==> config.mk <==
export PLATFORM = sky130hd
export DESIGN_NAME = dds_nco_pipe
export DESIGN_NICKNAME = d
export VERILOG_FILES = /design/src/rtl/dds_nco_pipe.sv
export SDC_FILE = /design/constraint.sdc
export NUM_CORES = 1
export LEC_CHECK = 0
export BUFFER_PORTS_ARGS = -buffer_cell sky130_fd_sc_hd__buf_2
export CAP_MARGIN = 20
export CORE_MARGIN = 2
export CORE_UTILIZATION = 55
export CTS_CLUSTER_DIAMETER = 60
export CTS_CLUSTER_SIZE = 16
export DETAILED_ROUTE_END_ITERATION = 7
export GPL_ROUTABILITY_DRIVEN = 0
export PLACE_DENSITY = 0.77
export SYNTH_ARGS = -nofsm -noshare
export SYNTH_HDL_FRONTEND = slang
export SYNTH_SLANG_ARGS = --single-unit
==> constraint.sdc <==
create_clock -name clk_in -period 4.4 [get_ports clk_in]
set_input_delay 0.88 -clock clk_in [delete_from_list [all_inputs] [get_ports clk_in]]
set_output_delay 0.88 -clock clk_in [all_outputs]
set_load 0.005 [all_outputs]
==> src/rtl/dds_nco_pipe.sv <==
// Numerically controlled oscillator for the DDS path: phase accumulator with coherent FTW
// update, square/saw/triangle shaping and amplitude scaling over a 3-register pipeline.
module dds_nco_pipe #(
  parameter int ACC_W = 16,
  parameter int OUT_W = 8,
  parameter int AMP_W = 8
) (
  input  logic             clk_in,
  input  logic             rst_n,
  input  logic             enable_in,
  input  logic             phase_clr_in,
  input  logic [ACC_W-1:0] ftw_in,
  input  logic             ftw_valid_in,
  output logic             ftw_ready_out,
  input  logic [1:0]       wavesel_in,
  input  logic [AMP_W-1:0] amp_in,
  output logic [OUT_W-1:0] wave_out,
  output logic             wave_valid_out,
  output logic             wrap_out
);

  localparam logic ST_IDLE = 1'b0;
  localparam logic ST_PEND = 1'b1;
  localparam int   STAGES  = 2;
  localparam int   PW      = OUT_W + AMP_W + 1;

  logic [ACC_W-1:0] acc, ftw_active, ftw_pending;
  logic [ACC_W:0]   acc_sum;
  logic             carry;
  logic             state, state_nxt, ready_q;
  logic             ftw_take, ftw_apply;
  logic [STAGES:0]  vld_pipe;  // [0] acc stage, [1] shaping stage, [2] output stage

  assign acc_sum = {1'b0, acc} + {1'b0, ftw_active};
  assign carry   = acc_sum[ACC_W];

  // A new FTW only lands on a wrap, a clear or while paused, so the phase never jumps mid-cycle.
  assign ftw_take  = (state == ST_IDLE) && ftw_valid_in && ready_q;
  assign ftw_apply = (state == ST_PEND) && ((enable_in && carry) || phase_clr_in || !enable_in);

  always_comb begin
    state_nxt = state;
    if (ftw_take)       state_nxt = ST_PEND;
    else if (ftw_apply) state_nxt = ST_IDLE;
  end

  always_ff @(posedge clk_in) begin
    if (!rst_n) begin
      state       <= ST_IDLE;
      ready_q     <= 1'b0;
      ftw_pending <= '0;
      ftw_active  <= '0;
    end else begin
      state   <= state_nxt;
      ready_q <= (state_nxt == ST_IDLE);
      if (ftw_take)  ftw_pending <= ftw_in;
      if (ftw_apply) ftw_active  <= ftw_pending;
    end
  end

  assign ftw_ready_out = ready_q;

  always_ff @(posedge clk_in) begin
    if (!rst_n) begin
      acc      <= '0;
      wrap_out <= 1'b0;
      vld_pipe <= '0;
    end else begin
      if (phase_clr_in) begin
        acc      <= '0;
        wrap_out <= 1'b0;
      end else if (enable_in) begin
        acc      <= acc_sum[ACC_W-1:0];
        wrap_out <= carry;
      end else begin
        wrap_out <= 1'b0;
      end
      vld_pipe <= {vld_pipe[STAGES-1:0], enable_in};
    end
  end

  // Shaping works on the top OUT_W phase bits; subtracting h from an unsigned ramp is an MSB flip.
  logic [OUT_W-1:0] p, raw_d, raw_q;
  logic [OUT_W-2:0] tri_t;

  assign p     = acc[ACC_W-1 -: OUT_W];
  assign tri_t = p[OUT_W-1] ? ~p[OUT_W-2:0] : p[OUT_W-2:0];

  always_comb begin
    raw_d = '0;
    case (wavesel_in)
      2'b01:   raw_d = p[OUT_W-1] ? {1'b1, {(OUT_W-1){1'b0}}} : {1'b0, {(OUT_W-1){1'b1}}};
      2'b10:   raw_d = {~p[OUT_W-1], p[OUT_W-2:0]};
      2'b11:   raw_d = {~tri_t[OUT_W-2], tri_t[OUT_W-3:0], 1'b0};
      default: raw_d = '0;
    endcase
  end

  // Gain is below unity, so the floored product always fits back in OUT_W bits.
  logic signed [PW-1:0] prod;
  logic                 prod_unused;

  assign prod        = $signed({{(AMP_W+1){raw_q[OUT_W-1]}}, raw_q}) * $signed({{OUT_W{1'b0}}, 1'b0, amp_in});
  assign prod_unused = ^{prod[AMP_W-1:0], prod[PW-1]};

  always_ff @(posedge clk_in) begin
    if (!rst_n) begin
      raw_q    <= '0;
      wave_out <= '0;
    end else begin
      raw_q    <= raw_d;
      wave_out <= prod[AMP_W +: OUT_W];
    end
  end

  assign wave_valid_out = vld_pipe[STAGES];

endmodule

==> metrics.md <==
| Metric | Value |
|---|---|
| Metal3 WL | `598 um` |
| Total GRT Usage | `24.1%` |
| Distinct cell type count after synthesis | `56` |
| Register area share after synthesis | `26.2%` |
| Post-DP HPWL | `9300 um` |
| Slew margin rel. | `37.9%` |
| Post-synth EDFFs | `0` |
| Core Region | `9330 um2` |
| Via count | `4,377` |
| Period utilization | `98.6%` |
| CTS tree | `built` |
| CP endpoint kind | `register` |
| Nets | `781` |
| Fill cell count | `781` |
| Clk pin slew, worst setup/hold paths | `0.08 ns` |
| Most frequent cells in the layout | `96 x nand2_1, 70 x dfxtp_1, 59 x inv_1` |
| Register area | `1400 um2` |
| CP max FO | `7` |
| Max-cap violations | `0` |
| Placement row count | `35` |
| Num CTS Buffers | `9` |
| Worst Skew | `0.0126 ns` |
| I/O Pins | `42` |
| Hold_ws | `0.454 ns` |
| Max frequency | `230 MHz` |
| Crit path launch type | `input pin` |
| Share of cells above drive strength 1 | `14.3%` |
| Mapped Avg Cell Area | `8.72 um2` |
| First-pass GRT wire length | `19,900 um` |
| Root Buffer | `clkbuf_8` |
| Dpl cells | `778` |
| Most common cell after layout, fill and taps aside | `nand2_1` |
| Diodes inserted | `0` |
| Post-Place Setup Slack | `-0.367 ns` |
| Top layer reached by signal wires | `met4` |
| Post-Layout Cell Count | `794` |
| Total Power | `1.51 mW` |
| CP arrival | `4.60 ns` |
| Status | `finished, final reports clean` |
| # Post-CTS Setup Buffers | `0` |
| CTS max path bufs | `2` |
| H-tree levels | `3` |
| Post-route setup TNS | `0 ns` |
| TritonCTS Sinks | `70` |
| Synthesized area | `5350 um2` |
| Post-route worst setup slack | `0.0603 ns` |
| Detailed-route vias per instance | `5.51` |
| Skew-Pair Late Insertion Delay | `0.36 ns` |
| Multi-input gate area | `3610 um2` |
| Final Hold Vio Count | `0` |
| Post-route antenna net violation count | `0` |
| 1st-iter DRT viols | `220` |
| Area Growth Syn to Fin | `11.4%` |
| I/O Buffers | `41` |
| Post-synth ARST share | `0%` |
| Largest cells by area after synthesis | `dfxtp_1 26%, fa_1 13%, ha_1 13%` |
| Initial Util | `57.3%` |
| Max-slew violation count | `0` |
| Die width | `103 um` |
| TritonRoute pass-1 iters | `5` |
| Met1 WL | `5200 um` |
| Vias in the first global route | `4,355` |
| Main synth FF type | `dfxtp_1` |
| DRC violations left | `0` |
| Die area | `10,500 um2` |
| DR WL met2 | `5740 um` |
| Total of warnings raised by yosys | `0` |
| Pwr Density | `254 nW/um2` |
| Worst Path Class, Setup | `input pin to register` |
| Average wire per standard cell | `14.7 um` |
| Syn nets | `734` |
| Initial antenna violation count | `0` |
| Largest net degree at the start of global routing | `45` |
| Minimum clock period after layout | `4.34 ns` |
| Synth area leader | `dfxtp_1` |
| Leakage | `2.80 nW` |
| Post-synthesis register bit count | `70` |
| Setup violators final | `0` |
| Worst-Margin Slew | `0.928 ns` |
| Hold buffer count at cts | `0` |
| Die height | `103 um` |
| Req. time, crit path | `4.66 ns` |
| Worst VDD drop | `0.000240 V` |
| Min-delay worst type | `register to register` |
| Top cell type's share of synthesized area | `26.2%` |
| GR Overflow Total | `0` |
| Post-Route WL | `11,700 um` |
| Mapped Cells | `613` |
-- registers in the layout, indices dropped and copies added (netlist names), 3 cells and up --
register     flops
acc             16
ftw_active      16
ftw_pending     16
raw_q            8
wave_out         8
vld_pipe         3
-- cell families after synthesis --
| kind of cell | synth area share, % |
|---|---|
| AO/OA/AOI/OAI | 13.0 |
| flip-flops | 26.2 |
| AND/OR/NAND/NOR | 20.0 |
| adder cells (fa/ha/maj) | 26.1 |
| multiplexers | 4.49 |
| XOR/XNOR | 2.95 |
| buffers and inverters | 7.18 |
-- layout make-up --
| class | instances | share of cell area, % |
|---|---|---|
| Tap cell | 129 | 2.71 |
| Timing Repair Buffer | 60 | 5.88 |
| Inverter | 60 | 3.78 |
| Clock buffer | 10 | 2.31 |
| Clock inverter | 6 | 1.15 |
| Multi-Input combinational cell | 459 | 60.6 |
| Sequential cell | 70 | 23.5 |
-- synth_stat cells (9+ instances only) --
cell type	number
nand3_1	12
nor3_1	9
clkbuf_1	12
inv_1	59
nand2b_1	14
xnor2_1	15
fa_1	36
a21oi_1	30
and2_1	41
dfxtp_1	70
mux2i_1	24
nor2_1	42
ha_1	54
nand2_1	96
-- critical path, cell delays in order --
cell      delay, ns
buf_4          0.14
and2_4         0.16
fa_1           0.53
inv_1          0.05
fa_1           0.47
inv_1          0.05
fa_1           0.46
fa_1           0.59
ha_4           0.21
a211o_1        0.34
a41o_4         0.26
a2111o_1       0.39
o311ai_1       0.08
-- path summary, 6_finish.rpt --
path,slack (ns),cells after the start,to,from
worst max-delay path,0.06,13,wave_out[7],amp_in[3]
worst max register to register,0.24,13,wave_out[7],raw_q[3]
worst min-delay path,0.45,1,vld_pipe[2],vld_pipe[1]
worst min register to register,0.45,1,vld_pipe[2],vld_pipe[1]
-- through the flow --
stage	utilization, %	instance area [um2]
after floorplan	-	5360
after global placement	61.2	5710
after detailed placement	61.2	5710
after CTS	63.4	5920
after global routing	63.9	5960
final	63.9	5960
-- what timing repair did --
action	in CTS	in global routing
resized for setup	0	11
endpoints found under the setup margin	1	5
pin swaps	1	4
-- where the power goes --
part           internal, mW  switching, mW  leakage [nW]
Clock                 0.281          0.264         0.103
Combinational         0.132          0.161          2.13
Sequential            0.657         0.0163         0.569
Total                  1.07          0.441          2.80
-- layer usage --
metal / vias to the layer above / track usage [%]
met5: - / 0
met4: 0 / 6.36
met3: 19 / 3.93
met2: 121 / 42.5
met1: 2101 / 30.7
li1: 2136 / -
No activity file was read; power rests on OpenSTA's default activity.
